### src/rtl/frag_pkg.sv
// Shared types and constants for the fragment splitter: FSM states, buffer sizing and
// byte-mask helpers used by both the top level and the extraction datapath.
package frag_pkg;

    typedef enum logic [1:0] {
        IDLE  = 2'd0,
        RUN   = 2'd1,
        DRAIN = 2'd2
    } state_t;

    localparam int unsigned BUF_BYTES = 8;
    localparam int unsigned MAX_FRAG  = 4;

    // Mask keeping the top n bytes of an MSB-aligned word.
    function automatic logic [31:0] byte_mask(input logic [2:0] n);
        case (n)
            3'd0:    return 32'h0000_0000;
            3'd1:    return 32'hFF00_0000;
            3'd2:    return 32'hFFFF_0000;
            3'd3:    return 32'hFFFF_FF00;
            default: return 32'hFFFF_FFFF;
        endcase
    endfunction

    function automatic logic [2:0] norm_flen(input logic [2:0] len);
        return (len >= 3'd1 && len <= 3'(MAX_FRAG)) ? len : 3'(MAX_FRAG);
    endfunction

endpackage

### src/rtl/frag_splitter_if.sv
// Valid/ready byte-stream bus: MSB-aligned data word, byte count and end-of-frame flag.
interface frag_splitter_if;
    logic [31:0] data;
    logic [2:0]  bytes;
    logic        last;
    logic        valid;
    logic        ready;

    modport master (output data, bytes, last, valid, input ready);
    modport slave  (input data, bytes, last, valid, output ready);
endinterface

### src/rtl/frag_extract.sv
// Combinational datapath: pulls the head bytes out of the staging buffer, compacts what is
// left toward the head and appends the incoming word's valid bytes behind it.
module frag_extract
    import frag_pkg::*;
(
    input  logic [BUF_BYTES*8-1:0] i_buf,
    input  logic [3:0]             i_cnt,
    input  logic [2:0]             i_take,
    input  logic [31:0]            i_data,
    input  logic [2:0]             i_in_bytes,
    output logic [31:0]            o_head,
    output logic [BUF_BYTES*8-1:0] o_buf_next
);

    logic [3:0]             w_rem;
    logic [BUF_BYTES*8-1:0] w_shifted;
    logic [BUF_BYTES*8-1:0] w_incoming;

    // Bytes beyond cnt are always zero, so OR-merging the shifted parts is safe.
    always_comb begin
        o_head     = i_buf[BUF_BYTES*8-1 -: 32] & byte_mask(i_take);
        w_shifted  = i_buf << {i_take, 3'b000};
        w_rem      = i_cnt - {1'b0, i_take};
        w_incoming = {i_data & byte_mask(i_in_bytes), {(BUF_BYTES*8-32){1'b0}}}
                     >> {w_rem, 3'b000};
        o_buf_next = w_shifted | w_incoming;
    end

endmodule

### src/rtl/frag_splitter.sv
// Re-chunks an MSB-aligned byte stream into fragments of a per-frame size (1-4 bytes),
// through an 8-byte staging buffer and a 1-deep registered output stage.
module frag_splitter
    import frag_pkg::*;
(
    input  logic                  clk,
    input  logic                  rst,
    input  logic [2:0]            frag_len,
    frag_splitter_if.slave        s,
    frag_splitter_if.master       m
);

    state_t                 r_state;
    logic [BUF_BYTES*8-1:0] r_buf;
    logic [3:0]             r_cnt;
    logic [2:0]             r_flen;
    logic [31:0]            r_m_data;
    logic [2:0]             r_m_bytes;
    logic                   r_m_last;
    logic                   r_m_valid;

    logic                   w_s_ready;
    logic                   w_accept;
    logic [2:0]             w_in_bytes;
    logic                   w_out_free;
    logic                   w_load;
    logic [2:0]             w_load_bytes;
    logic                   w_load_last;
    logic [31:0]            w_head;
    logic [BUF_BYTES*8-1:0] w_buf_next;
    logic [3:0]             w_cnt_next;
    logic [3:0]             w_flen;

    assign w_s_ready  = (r_state != DRAIN) && (r_cnt <= 4'd4);
    assign w_accept   = s.valid && w_s_ready;
    // Words with an illegal byte count are accepted but contribute nothing.
    assign w_in_bytes = (w_accept && s.bytes != 3'd0 && s.bytes <= 3'(MAX_FRAG)) ? s.bytes : 3'd0;
    assign w_out_free = !r_m_valid || m.ready;
    assign w_flen     = {1'b0, r_flen};

    always_comb begin
        w_load       = 1'b0;
        w_load_bytes = 3'd0;
        w_load_last  = 1'b0;
        if (w_out_free && r_cnt != 4'd0) begin
            if (r_state == DRAIN && r_cnt <= w_flen) begin
                w_load       = 1'b1;
                w_load_bytes = r_cnt[2:0];
                w_load_last  = 1'b1;
            end else if (r_cnt >= w_flen) begin
                w_load       = 1'b1;
                w_load_bytes = r_flen;
            end
        end
    end

    assign w_cnt_next = r_cnt + {1'b0, w_in_bytes} - {1'b0, w_load_bytes};

    frag_extract u_extract (
        .i_buf      (r_buf),
        .i_cnt      (r_cnt),
        .i_take     (w_load_bytes),
        .i_data     (s.data),
        .i_in_bytes (w_in_bytes),
        .o_head     (w_head),
        .o_buf_next (w_buf_next)
    );

    always_ff @(posedge clk) begin
        if (rst) begin
            r_state   <= IDLE;
            r_buf     <= '0;
            r_cnt     <= 4'd0;
            r_flen    <= 3'd0;
            r_m_data  <= 32'd0;
            r_m_bytes <= 3'd0;
            r_m_last  <= 1'b0;
            r_m_valid <= 1'b0;
        end else begin
            r_buf <= w_buf_next;
            r_cnt <= w_cnt_next;
            if (w_load) begin
                r_m_data  <= w_head;
                r_m_bytes <= w_load_bytes;
                r_m_last  <= w_load_last;
                r_m_valid <= 1'b1;
            end else if (m.ready) begin
                r_m_valid <= 1'b0;
            end
            case (r_state)
                IDLE: begin
                    if (w_accept) begin
                        r_flen  <= norm_flen(frag_len);
                        r_state <= s.last ? DRAIN : RUN;
                    end
                end
                RUN: begin
                    if (w_accept && s.last) r_state <= DRAIN;
                end
                DRAIN: begin
                    // Leave only once nothing is buffered and the output stage has emptied.
                    if (r_cnt == 4'd0 && w_out_free) r_state <= IDLE;
                end
                default: r_state <= IDLE;
            endcase
        end
    end

    assign s.ready = w_s_ready;
    assign m.data  = r_m_data;
    assign m.bytes = r_m_bytes;
    assign m.last  = r_m_last;
    assign m.valid = r_m_valid;

endmodule
### src/flat_wrapper.sv
// flat-port wrapper written by rule: the top's interface ports become plain ports
module frag_splitter_flat import frag_pkg::*;
  (clk, rst, frag_len, s_data, s_bytes, s_last, s_valid, s_ready, m_data, m_bytes, m_last, m_valid, m_ready);
  frag_splitter_if s_i ();
  frag_splitter_if m_i ();
  input  logic clk;
  input  logic rst;
  input  logic [2:0] frag_len;
  input wire logic [$bits(s_i.data)-1:0] s_data;
  input wire logic [$bits(s_i.bytes)-1:0] s_bytes;
  input wire logic [$bits(s_i.last)-1:0] s_last;
  input wire logic [$bits(s_i.valid)-1:0] s_valid;
  output wire logic [$bits(s_i.ready)-1:0] s_ready;
  output wire logic [$bits(m_i.data)-1:0] m_data;
  output wire logic [$bits(m_i.bytes)-1:0] m_bytes;
  output wire logic [$bits(m_i.last)-1:0] m_last;
  output wire logic [$bits(m_i.valid)-1:0] m_valid;
  input wire logic [$bits(m_i.ready)-1:0] m_ready;
  assign s_i.data = s_data;
  assign s_i.bytes = s_bytes;
  assign s_i.last = s_last;
  assign s_i.valid = s_valid;
  assign s_ready = s_i.ready;
  assign m_data = m_i.data;
  assign m_bytes = m_i.bytes;
  assign m_last = m_i.last;
  assign m_valid = m_i.valid;
  assign m_i.ready = m_ready;
  frag_splitter u_core (.clk(clk), .rst(rst), .frag_len(frag_len), .s(s_i), .m(m_i));
endmodule
### config.mk
export PLATFORM = sky130hd
export DESIGN_NAME = frag_splitter_flat
export DESIGN_NICKNAME = d
export VERILOG_FILES = /design/src/rtl/frag_pkg.sv /design/src/rtl/frag_splitter_if.sv /design/src/rtl/frag_extract.sv /design/src/rtl/frag_splitter.sv /design/src/flat_wrapper.sv
export SDC_FILE = /design/constraint.sdc
export NUM_CORES = 1
export LEC_CHECK = 0
export BUFFER_PORTS_ARGS = -buffer_cell sky130_fd_sc_hd__buf_2
export CAP_MARGIN = 40
export CORE_MARGIN = 4
export CORE_UTILIZATION = 62
export CTS_CLUSTER_DIAMETER = 100
export DETAILED_ROUTE_END_ITERATION = 10
export PLACE_DENSITY = 0.84
export SLEW_MARGIN = 20
export SYNTH_ARGS = -nofsm -noshare
export SYNTH_HDL_FRONTEND = slang
export SYNTH_SLANG_ARGS = --single-unit
### constraint.sdc
create_clock -name clk -period 6.8 [get_ports clk]
set_input_delay 0.68 -clock clk [delete_from_list [all_inputs] [get_ports clk]]
set_output_delay 0.68 -clock clk [all_outputs]
set_load 0.01 [all_outputs]
==> summary.md <==
| Metric | Value |
|---|---|
| Site row count | 38 |
| Antenna viol nets, final | 0 |
| First-pass GRT wire length | 36500 µm |
| Peak VDD IR | 0.377 mV |
| Distinct cells, synth | 75 |
| Initial Utilization | 64.1% |
| Critical path class | reg -> reg |
| Switching Share | 47.3% |
| Seq/Total Area, Yosys | between 30% and 40% |
| Overall Global Routing Usage | 34.9% |
| Setup_tns | 0 ns |
| CTS Buf Count | 9 |
| Detailed Place HPWL | 17000 µm |
| Max-slew violation count | 0 |
| DIE HEIGHT | roughly 110 µm |
| Die area | between 10000 and 15000 µm² |
| Critical path data arrival time | 5.40 ns |
| Synth Instances | 835 |
| Slowest stage delay, CP | 0.72 ns |
| Clock share of power | roughly 18% |
| First-pass DRT Iterations | 8 |
| P_int | 1.63 mW |
| Layout fillers | 855 |
| Worst-Skew Late Latency | about 0.35 ns |
| Reg2reg setup slack | 1.67 ns |
| Outcome | completed |
| #FFs+latches synth | 110 |
| Critical path buffers and inverters | 2 |
| Maximum clock rate | roughly 190 MHz |
| Mapped Avg Cell Area | between 8 and 9 µm² |
| CTS tree | built |
| Core Util, Final | 70.9% |
| Synth Flop Type | dfxtp_1 |
| Post-synthesis async set-or-reset flop share | 0% |
| Port bufs | 80 |
| Leakage | 2.88 nW |
| Initial antenna violation count | 0 |
| Vias | between 7000 and 8000 |
| Clock skew | 0.0103 ns |
| Htree depth | 3 |
| Hold Crit Class | reg -> reg |
| Clock Tree Buf Depth | 2 |
| YS warnings | 0 |
| Hold WS | around 0.46 ns |
| DRC Markers | 0 |
| Layout area overhead | 10.7% |
| Sequential share of power | ~29% |
| FF/Latch Area | 2200 µm² |
| Placeable Area | 11000 µm² |
| Total Nets Final | ~940 |
| Min cycle time layout | between 5 and 6 ns |
| Setup Viol. Count Final | 0 |
| Power per standard cell area | 397 nW/µm² |
| EDFF count, synth | 0 |
| Comb power frac | 53.2% |
| Hold_buf cts | 0 |
| Number of max-cap violations | 0 |
| Most frequent CP cell | a21oi_1 |
| RSZ-0062 raised after global routing | no |
| NetSw | roughly 1.5 mW |
| Clock sinks | 110 |
| Largest net degree at the start of global routing | 66 |
| Clk slew on worst S/H paths | roughly 0.08 ns |
| Mapped Nets | 892 |
| Die extent in x | 115 µm |
| Synth Cell Area | 7040 µm² |
| Vias in the first global route | about 6800 |
| Largest delay share family, worst path | compound AO/OA/AOI/OAI gates |
| Area occupied by multi-input gates | 4490 µm² |
| Total Wirelength | 23500 µm |
| IO Pins | 81 |
| Crit-path cells | ha_1 > a211o_1 > o211ai_1 > o211ai_2 > nand2_1 > inv_2 > ha_1 > fa_1 > nor2b_1 > or3b_2 > a21oi_1 > a21oi_1 > buf_4 > nor4_1 > a222oi_1 > a21oi_1 |
| Tcrit/Tclk final | 75.4% |
| Max-slew headroom | 40.7% |
| Initial DRC Count | 1354 |
| Share of cells above drive strength 1 | ~18% |
| Vias per inst | a little over 7 |
| Worst Setup End Kind | flip-flop |
| Tightest Pin Transition | 0.886 ns |
| Setup bufs post-CTS | 0 |
| Total gr overflow | 0 |
| CTS Root Cell | clkbuf_16 |
| WL/cell | 22.9 µm |
| Post_cts resized | 0 |
| Critical Path RT | 7.07 ns |
| RePlAce Congestion | 1.01 |
| Critical Path Start Type | flip-flop |
| CP Max Fanout | 16 |
| Final hold viol count | 0 |
| Critical-path top delay cell | nor4_1 |
| ANT cells | 0 |
[per-stage QoR]
| stage | cells | total power [mW] | cell area (µm²) | setup WS [ns] |
|---|---|---|---|---|
| floorplan | 835 | 2.01 | 7040 | 2.54 |
| global placement | 1003 | 2.38 | 7390 | 2.02 |
| detailed placement | 1006 | 2.46 | 7440 | 1.86 |
| CTS | 1022 | 3.01 | 7750 | 1.80 |
| global route | 1025 | 3.24 | 7790 | 1.40 |
| finish | 1025 | 3.09 | 7790 | 1.67 |
[worst register-to-register path: cells and delay by family (launching register included)]
kind | cells | cell delay, ns
AND/OR/NAND/NOR | 4 | 1.58
AO/OA/AOI/OAI | 7 | 1.66
adder cells (fa/ha/maj) | 3 | 1.06
buffers and inverters | 2 | 0.29
flip-flops | 1 | 0.48
[power by group through the flow]
| stage | combinational [mW] | sequential [mW] | clock (mW) |
|---|---|---|---|
| final | 1.65 | 0.887 | 0.560 |
| after global routing | 1.76 | 0.896 | 0.585 |
| after CTS | 1.58 | 0.876 | 0.560 |
| after detailed placement | 1.57 | 0.890 | 0 |
| after global placement | 1.49 | 0.883 | 0 |
| after floorplan | 1.17 | 0.842 | 0 |
[sequential cells by signal, summed over array words and instances, names as in the netlist]
register / flops
u_core.m.valid: 1
u_core.r_flen: 3
u_core.r_buf: 64
u_core.r_state: 2
u_core.m.last: 1
u_core.r_cnt: 4
u_core.m.bytes: 3
u_core.m.data: 32
[cell usage after synthesis (11+ instances only)]
| library cell | number | area, µm² |
|---|---|---|
| a21oi_1 | 72 | 360 |
| a222oi_1 | 15 | 150 |
| a22o_1 | 14 | 123 |
| a22oi_1 | 53 | 398 |
| a2bb2oi_1 | 16 | 140 |
| buf_2 | 12 | 60.1 |
| clkbuf_1 | 34 | 128 |
| dfxtp_1 | 110 | 2200 |
| inv_1 | 16 | 60.1 |
| mux2_2 | 23 | 259 |
| mux2i_1 | 62 | 621 |
| nand2_1 | 79 | 297 |
| nand2b_1 | 11 | 68.8 |
| nand3_1 | 18 | 90.1 |
| nor2_1 | 78 | 293 |
| nor3_1 | 13 | 65.1 |
| o21ai_0 | 20 | 100 |
| o22a_1 | 28 | 245 |
| o22ai_1 | 17 | 106 |
[metal layers]
layer / global-route usage (%) / up-vias / part of all wire, %
li1: - / 3282 / -
met1: 49.7 / 3315 / 41
met2: 51.4 / 594 / 42
met3: 9.14 / 72 / 14
met4: 10.8 / 0 / 2.4
met5: 0 / - / 0
[worst paths after layout]
kind / from / end / cells past startpoint
worst max-delay path: u_core.r_cnt[2] / u_core.r_buf[56] / 16
worst min-delay path: u_core.m.bytes[1] / u_core.m.bytes[1] / 2
worst max register to register: u_core.r_cnt[2] / u_core.r_buf[56] / 16
worst min register to register: u_core.m.bytes[1] / u_core.m.bytes[1] / 2
[layout by cell type, fill, tap and decap left out, types with 10 or more instances in the layout]
cell type / count
dfxtp_1: 110
buf_2: 81
nand2_1: 79
nor2_1: 78
a21oi_1: 72
mux2i_1: 62
a22oi_1: 53
o22a_1: 28
mux2_2: 23
o21ai_0: 20
nand3_1: 18
o22ai_1: 17
inv_1: 16
a2bb2oi_1: 16
a222oi_1: 15
a22o_1: 14
nor3_1: 13
nand2b_1: 11
a32oi_1: 10
ha_1: 10
[cells by family after synthesis]
kind of cell,after synthesis,share of synthesized area (%)
AOI/OAI and AO/OA,305,32.0
and+or+nand+nor,238,15.7
muxes,85,12.5
DFF,110,31.3
buffers and inverters,78,4.98
adders and majority gates,14,2.92
xor gates and xnor gates,5,0.622
[area by class of cell]
cell class / instances / share of cell area (%)
Multi-Input combinational cell: 647 / 57.6
Sequential cell: 110 / 28.3
Timing Repair Buffer: 93 / 6.87
Clock buffer: 10 / 3.07
Tap cell: 140 / 2.25
Inverter: 19 / 0.980
Clock inverter: 6 / 0.964
Note: power is estimated with default switching activity, not from simulation.
